==> src/rtl/uart_reg_dump.sv <==
// Purpose: snapshots PC[7:0] and x0..x7, then sends them as one 28-char ASCII hex line on UART (8N1, LSB first).
// Latency: start bit 1 cycle after an accepted trigger; the frame lasts 280*CLKS_PER_BIT cycles, then a 1-cycle done pulse.
// Backpressure: none; a trigger while busy is dropped (not queued), and a trigger in the done cycle is accepted.
module uart_reg_dump #(
   parameter int CLKS_PER_BIT = 434
) (
   input  logic       clk,
   input  logic       rst,
   input  logic       trigger,
   input  logic [7:0] pc,
   input  logic [7:0] x0,
   input  logic [7:0] x1,
   input  logic [7:0] x2,
   input  logic [7:0] x3,
   input  logic [7:0] x4,
   input  logic [7:0] x5,
   input  logic [7:0] x6,
   input  logic [7:0] x7,
   output logic       txd,
   output logic       busy,
   output logic       done
);

   localparam int                CNT_W     = $clog2(CLKS_PER_BIT);
   localparam logic [CNT_W-1:0]  CNT_MAX   = CNT_W'(CLKS_PER_BIT - 1);
   localparam logic [4:0]        LAST_CHAR = 5'd27;

   typedef enum logic [2:0] {
      IDLE,
      START,
      DATA,
      STOP,
      FINISH
   } state_t;

   state_t           state_q, state_d;
   logic [CNT_W-1:0] cnt_q, cnt_d;
   logic [2:0]       bit_q, bit_d;
   logic [4:0]       chr_q, chr_d;
   logic             txd_q, txd_d;
   logic             busy_q, busy_d;
   logic             done_q, done_d;
   logic [7:0]       snap_q [0:8];
   logic [7:0]       snap_d [0:8];

   logic             accept;
   logic             bit_end;
   logic [4:0]       byte_sel;
   logic [4:0]       pos;
   logic [7:0]       cur_byte;
   logic [3:0]       nib;
   logic [7:0]       cur_char;

   function automatic logic [7:0] hex_ascii(input logic [3:0] n);
      return (n < 4'd10) ? (8'h30 + {4'h0, n}) : (8'h37 + {4'h0, n});
   endfunction

   // Character generator: map char index c to its ASCII code from the snapshot.
   always_comb begin
      byte_sel = chr_q / 5'd3;
      pos      = chr_q - (byte_sel * 5'd3);
      cur_byte = 8'h00;
      for (int i = 0; i < 9; i++) begin
         if (byte_sel == 5'(i)) cur_byte = snap_q[i];
      end
      nib = (pos == 5'd0) ? cur_byte[7:4] : cur_byte[3:0];
      if (chr_q == 5'd26)      cur_char = 8'h0D;
      else if (chr_q == 5'd27) cur_char = 8'h0A;
      else if (pos == 5'd2)    cur_char = 8'h20;
      else                     cur_char = hex_ascii(nib);
   end

   // Next-state logic for the frame sequencer, plus the values of the registered outputs.
   always_comb begin
      state_d = state_q;
      cnt_d   = cnt_q + CNT_W'(1);
      bit_d   = bit_q;
      chr_d   = chr_q;
      accept  = 1'b0;
      bit_end = (cnt_q == CNT_MAX);
      for (int i = 0; i < 9; i++) snap_d[i] = snap_q[i];

      case (state_q)
         IDLE, FINISH: begin
            // FINISH behaves as idle so a held trigger restarts with a one-cycle gap.
            cnt_d   = '0;
            state_d = IDLE;
            if (trigger) begin
               accept  = 1'b1;
               state_d = START;
               chr_d   = 5'd0;
               bit_d   = 3'd0;
            end
         end
         START: begin
            if (bit_end) begin
               cnt_d   = '0;
               bit_d   = 3'd0;
               state_d = DATA;
            end
         end
         DATA: begin
            if (bit_end) begin
               cnt_d = '0;
               if (bit_q == 3'd7) state_d = STOP;
               else               bit_d   = bit_q + 3'd1;
            end
         end
         STOP: begin
            if (bit_end) begin
               cnt_d = '0;
               if (chr_q == LAST_CHAR) begin
                  state_d = FINISH;
               end else begin
                  chr_d   = chr_q + 5'd1;
                  state_d = START;
               end
            end
         end
         default: begin
            cnt_d   = '0;
            state_d = IDLE;
         end
      endcase

      if (accept) begin
         snap_d[0] = pc;
         snap_d[1] = x0;
         snap_d[2] = x1;
         snap_d[3] = x2;
         snap_d[4] = x3;
         snap_d[5] = x4;
         snap_d[6] = x5;
         snap_d[7] = x6;
         snap_d[8] = x7;
      end

      // Outputs are decoded from the next state so they come straight out of flops.
      txd_d  = 1'b1;
      busy_d = 1'b0;
      done_d = 1'b0;
      case (state_d)
         START: begin
            txd_d  = 1'b0;
            busy_d = 1'b1;
         end
         DATA: begin
            txd_d  = cur_char[bit_d];
            busy_d = 1'b1;
         end
         STOP:    busy_d = 1'b1;
         FINISH:  done_d = 1'b1;
         default: txd_d  = 1'b1;
      endcase
   end

   // Sequencer and output registers, synchronous active-low reset.
   always_ff @(posedge clk) begin
      if (!rst) begin
         state_q <= IDLE;
         cnt_q   <= '0;
         bit_q   <= 3'd0;
         chr_q   <= 5'd0;
         txd_q   <= 1'b1;
         busy_q  <= 1'b0;
         done_q  <= 1'b0;
      end else begin
         state_q <= state_d;
         cnt_q   <= cnt_d;
         bit_q   <= bit_d;
         chr_q   <= chr_d;
         txd_q   <= txd_d;
         busy_q  <= busy_d;
         done_q  <= done_d;
      end
   end

   // Snapshot buffer; contents are irrelevant until the next accepted trigger, so no reset.
   always_ff @(posedge clk) begin
      for (int i = 0; i < 9; i++) snap_q[i] <= snap_d[i];
   end

   assign txd  = txd_q;
   assign busy = busy_q;
   assign done = done_q;

endmodule

==> config.mk <==
export PLATFORM = sky130hd
export DESIGN_NAME = uart_reg_dump
export DESIGN_NICKNAME = d
export VERILOG_FILES = /design/src/rtl/uart_reg_dump.sv
export SDC_FILE = /design/constraint.sdc
export NUM_CORES = 1
export LEC_CHECK = 0
export CELL_PAD_IN_SITES_DETAIL_PLACEMENT = 2
export CELL_PAD_IN_SITES_GLOBAL_PLACEMENT = 2
export CORE_MARGIN = 2
export CORE_UTILIZATION = 38
export DETAILED_ROUTE_END_ITERATION = 7
export HOLD_SLACK_MARGIN = 0.03
export PLACE_DENSITY = 0.94
export SLEW_MARGIN = 20
export SYNTH_ARGS = -nofsm -noshare
export SYNTH_HDL_FRONTEND = slang
export SYNTH_SLANG_ARGS = --single-unit
==> constraint.sdc <==
create_clock -name clk -period 9.9 [get_ports clk]
set_input_delay 1.98 -clock clk [delete_from_list [all_inputs] [get_ports clk]]
set_output_delay 1.98 -clock clk [all_outputs]
set_load 0.05 [all_outputs]
### After elaboration in Yosys (flattened, before gate mapping)

Memory sizes are Yosys's and may differ from the RTL's.
Index checks and enable logic that the tools add are counted.

* divide/modulo/power cells: 1
* shift operators: 0
* $add $sub $neg: 6
* equality and inequality tests: 24
* bitwise gates (word level): 2
* multiply operators: 1
* muxes and demuxes: 38
* magnitude comparators: 2
* reductions and logical operators: 9

Operators by type and width (number)
* 2-to-1 mux 72 bit: 1
* 2-to-1 mux 8 bit: 9
* 2-to-1 mux 7 bit: 4
* 2-to-1 mux 3 bit: 9
* == test 5 x 3 -> 1 bit (second input constant): 4
* == test 5 x 2 -> 1 bit (second input constant): 3
* 2-to-1 mux 5 bit: 3
* adder 6 x 4 -> 7 bit (first input constant): 2
* == test 3 x 2 -> 1 bit (second input constant): 4
* one-hot mux 3 bit (4 select lines): 1
* == test 5 bit (second input constant): 2
* logical NOT 5 bit: 2
* one-hot mux 5 bit (2 select lines): 1
* adder 9 x 1 -> 9 bit (second input constant): 1
* == test 3 bit (second input constant): 3
* == test 9 bit (second input constant): 1
* one-hot mux 3 bit (3 select lines): 1
* OR reduction 3 bit: 3
* == test 3 x 1 -> 1 bit (second input constant): 2
* 2-to-1 mux 1 bit: 6
* inequality test 2 bit (second input constant): 3
* adder 5 x 1 -> 5 bit (second input constant): 1
* divider 5 x 2 -> 5 bit (second input constant): 1
* == test 5 x 1 -> 1 bit (second input constant): 1
* other kinds (14): 15

* logic and storage cells: 91
* RAM bits: 72
* latch bits: 0
* memories kept: 1
* bits in read-only memories: 0
* register bits: 23
* output and inout bits: 3
* input port bits: 75

Memory list
* snap_q: words 9, width 8, read ports 9, clocked after memory_dff 0, wr ports 9, RTL line 43 `logic [7:0] snap_q [0:8];`

### Longest topological paths before layout

* word-level depth: 20
* mapped depth: 27
* depth with buffers taken out: 26

### Worst setup path after synthesis

Ideal clock, no wire load.

* path type: input -> register
* start point: input trigger
* end point: register txd_q (netlist: txd)
* required time: 9.840 ns
* library setup time: 0.060 ns
* cell stages on the path: 9
* arrival: 5.209 ns
* setup slack: 4.631 ns
* buffers on the path: 0
* cells stage by stage: nand2_1 -> inv_1 -> o21ai_0 -> a32oi_1 -> nand2_1 -> nor4_1 -> o21ai_0 -> o211ai_1 -> a32o_1

* cells in the longest elaborated chain, start to end: 5
* elaborated cells between the ends (all ways): 9
* classes of those cells: eq/ne: 2; mux: 7

RTL lines
* start, declared: RTL line 9 `input logic trigger,`
* 2-to-1 mux 3 bit: RTL line 88 `if (trigger) begin`
* one-hot mux 3 bit (3 select lines): RTL line 83 `case (state_q)`
* binary-select mux 1 bit (select 3 bit): RTL line 148 `txd_d = cur_char[bit_d];`
* 2-to-1 mux 1 bit (not written as such): RTL line 148
* one-hot mux 1 bit (2 select lines) *: RTL line 142 `case (state_d)`
* end signal, assigned: RTL line 172 `txd_q <= txd_d;`
* end, declared: RTL line 40 `logic txd_q, txd_d;`

Every way passes the cells marked *; elsewhere a longest branch is shown, timed or not. The select of a mux whose other input is x is not followed.
A chain may end at the register's enable or synchronous reset.

### Final worst setup path

* start point: register chr_q[3]
* end point: register txd_q (netlist: txd)

* cells in the longest elaborated chain, start to end: 20
* elaborated cells between the ends (all ways): 41
* classes of those cells: add/sub: 3; mul: 1; div: 1; order compare: 1; eq/ne: 13; mux: 20; reduce/logical: 2

RTL lines
* start, declared: RTL line 39 `logic [4:0] chr_q, chr_d;`
* start signal, assigned: RTL line 171 `chr_q <= chr_d;`
* parallel branches: the longest is 19 deep, another holds adder 6 x 4 -> 7 bit
* one-hot mux 1 bit (2 select lines) *: RTL line 142

Mark *: on every way between the ends. The select of a mux whose other input is x is not followed.

==> results.py <==
metrics = {
    "run_status": {
        "status": "completed",
    },
    "critical_path": {
        "cp.required_ns": 10.14,
        "critPathKind": "flop to flop",
        "cp-end-kind": "flop",
        "cp.arrival_ns": 6.25,
        "cp_max_fo": 15,
        "startpoint_type": "flop",
    },
    "floorplanning": {
        "ioPinCount": 78,
        "die_x_um": 115,
        "fp.dieH_um": 115,
        "coreArea_mm2": 0.0121,
        "start_util_pct": 39.0,
        "num_rows": 40,
        "die_area_mm2": 0.0133,
    },
    "timing": {
        "min_period_ns": 6.02,
        "finalHoldWorstSlack_ns": 0.490,
        "min_period_over_period_pct": 60.8,
        "setup_violations": 0,
        "drv_slew": 0,
        "fin_setup_tns_ns": 0,
        "max_freq_ghz": 0.166,
        "fin_skew_ns": 0.00921,
        "grt_setup_unrepaired": "no",
        "hold_viol": 0,
        "slew_headroom_pct": 34.4,
        "worst_pin_slew_ns": 0.984,
    },
    "yosys": {
        "yosysTopAreaCell": "edfxtp_1",
        "synth_edf_count": 72,
        "syn_area_per_cell_um2": 11.6,
        "synth_seq_cells": 95,
        "ys.flop_type": "edfxtp_1",
        "syn-cell-area_mm2": 0.00470,
        "synth.area.top_cells": "edfxtp_1, dfxtp_1, ha_1",
        "synth_cell_types": 71,
        "synth_cells": 405,
        "synthArstFlopShare_pct": 0,
        "yosysWarningCount": 0,
        "syn-num-nets": 500,
        "yosysSeqAreaShare_pct": 55.8,
        "synth_top_area_share_pct": 46.0,
    },
    "finish": {
        "syn_to_final_growth_pct": 25.1,
        "final_nets": 572,
        "fill_cells": 1181,
        "drive_gt1_share_pct": 8.09,
        "diodes": 0,
        "ff_latch_area_mm2": 0.00262,
        "multiInputGateArea_mm2": 0.00186,
    },
    "global_routing": {
        "antenna_found_initial": 0,
        "grt_pass1_vias": 4087,
        "grt_max_degree": 76,
        "grt_use_total_pct": 23.7,
        "grt-ovfl-total": 0,
        "grt_pass1_wl_mm": 23.3,
    },
    "power_and_ir_drop": {
        "vdd_drop_max_uv": 90.4,
        "power_leakage_nw": 2.07,
        "power_density_mw_per_mm2": 152,
    },
    "routing": {
        "firstDrtPassIters": 4,
        "ant_nets": 0,
        "viasPerCell": 5.57,
        "drc": 0,
        "routed_wl_mm": 14.6,
        "via_count": 3619,
        "drt_iter0_markers": 151,
        "route.detailed.wl_per_inst_um": 22.4,
    },
    "clock_tree": {
        "cts-root-buf": "clkbuf_16",
        "cts.repair.resized": 0,
        "tritoncts": "done",
        "cts_sinks": 95,
        "clock_path_buffers": 2,
        "cts_buffers": 9,
        "hold_buffers": 0,
        "cts_setup_buffers": 0,
        "cts.clk_slew.worst_paths_ns": 0.07,
        "cts.htree.levels": 3,
        "clk_latency_ns": 0.35,
    },
    "worst_hold_path": {
        "hold_class": "flop to flop",
    },
    "placed_design": {
        "place_congestion": 0.803,
        "dpl.hpwl_mm": 10.9,
        "port-buffer-count": 77,
    },
    "run": {
        "maxCapViolations": 0,
    },
}
## cell usage after synthesis, types with 7 or more instances
library cell   n
a21oi_1       18
xnor2_1        7
nand2b_1       8
o22ai_1       14
nor2_1        39
o21ai_0       16
nand3_1       11
dfxtp_1       23
a221oi_1      11
edfxtp_1      72
nand2_1       16
inv_1         26
ha_1          18
nor3_1         7
## path summary, 6_finish.rpt
path / slack (ns) / to / cells after the start / from
worst max-delay path: 3.88 / txd$_SDFF_PN1_ / 22 / chr_q[3]$_SDFFE_PN0P_
worst min-delay path: 0.49 / cnt_q[0]$_SDFF_PP0_ / 1 / cnt_q[0]$_SDFF_PP0_
worst max register to register: 3.88 / txd$_SDFF_PN1_ / 22 / chr_q[3]$_SDFFE_PN0P_
worst min register to register: 0.49 / cnt_q[0]$_SDFF_PP0_ / 1 / cnt_q[0]$_SDFF_PP0_
## critical path: stages, from the launching register on
cell	delay, ns
dfxtp_1	0.58
nand2b_1	0.18
nand3_1	0.12
o21a_1	0.19
inv_1	0.09
ha_1	0.30
or3_1	0.12
a21oi_1	0.07
nor3_1	0.47
ha_1	0.61
inv_1	0.39
ha_1	0.47
o211ai_1	0.13
a21boi_0	0.34
o2111ai_2	0.29
and2_2	0.27
a22oi_2	0.26
inv_1	0.08
ha_1	0.21
and4b_1	0.21
o21ai_1	0.13
o2111ai_1	0.14
a32o_1	0.25
## cells by family (layout without fill, tap and decap cells)
group           after synthesis  after routing  synth area share (%)
xor+xnor                     13             13                  2.42
compound gates              108            108                  16.7
fa+ha+maj                    20             20                  5.64
mux                           3              3                 0.692
flops                        95             95                  55.8
buf+inv                      44            121                  4.68
simple gates                122            122                  14.1
## area by class of cell
class | count | area share (%)
clock inverter | 7 | 1.43
sequential | 95 | 44.6
inverter | 27 | 1.72
multi-input combinational | 266 | 31.6
timing repair buffer | 78 | 13.2
tap | 168 | 3.57
clock buffer | 9 | 3.83
## placed cells by master (no fill, tap or decap), types with 4 or more instances in the layout
cell type / instances
xor2_1: 6
nand2b_1: 8
and3_1: 5
xnor2_1: 7
o22ai_1: 14
o21ai_0: 16
nor3_1: 7
clkdlybuf4s50_1: 77
dfxtp_1: 23
edfxtp_1: 72
inv_1: 25
ha_1: 18
nand2_1: 16
a221oi_1: 11
a21o_1: 4
clkbuf_16: 9
nor2_1: 39
o31ai_1: 4
a21oi_1: 18
nand3_1: 11
## metrics by stage
step | power, mW | util, % | area (um2) | std cells | setup WS (ns)
after floorplan | 0.493 | - | 4700 | 405 | 4.63
final | 0.896 | 48.8 | 5880 | 650 | 3.88
after global placement | 0.533 | 46.2 | 5570 | 634 | 4.62
after global routing | 0.926 | 48.8 | 5880 | 650 | 3.29
after CTS | 0.903 | 48.8 | 5880 | 650 | 3.90
after detailed placement | 0.540 | 46.2 | 5570 | 634 | 3.99
## power by group
part / leakage [nW] / switching (mW) / internal (mW)
combinational: 1.05 / 0.0314 / 0.0362
clock: 0.149 / 0.165 / 0.201
sequential: 0.875 / 0.00960 / 0.454
total: 2.07 / 0.206 / 0.691
## flip-flops by register name (all words and copies together) (netlist names)
signal,count
cnt_q,9
snap_q,72
txd,1
busy,1
bit_q,3
chr_q,5
done,1
state_q,3
## layer usage
metal	global-route usage (%)	vias up	wire length, um
li1	-	1675	-
met1	27.8	1837	5730
met2	42.9	85	7960
met3	3.85	22	516
met4	10.0	0	380
met5	0	-	0
(Power assumes the default switching activity.)
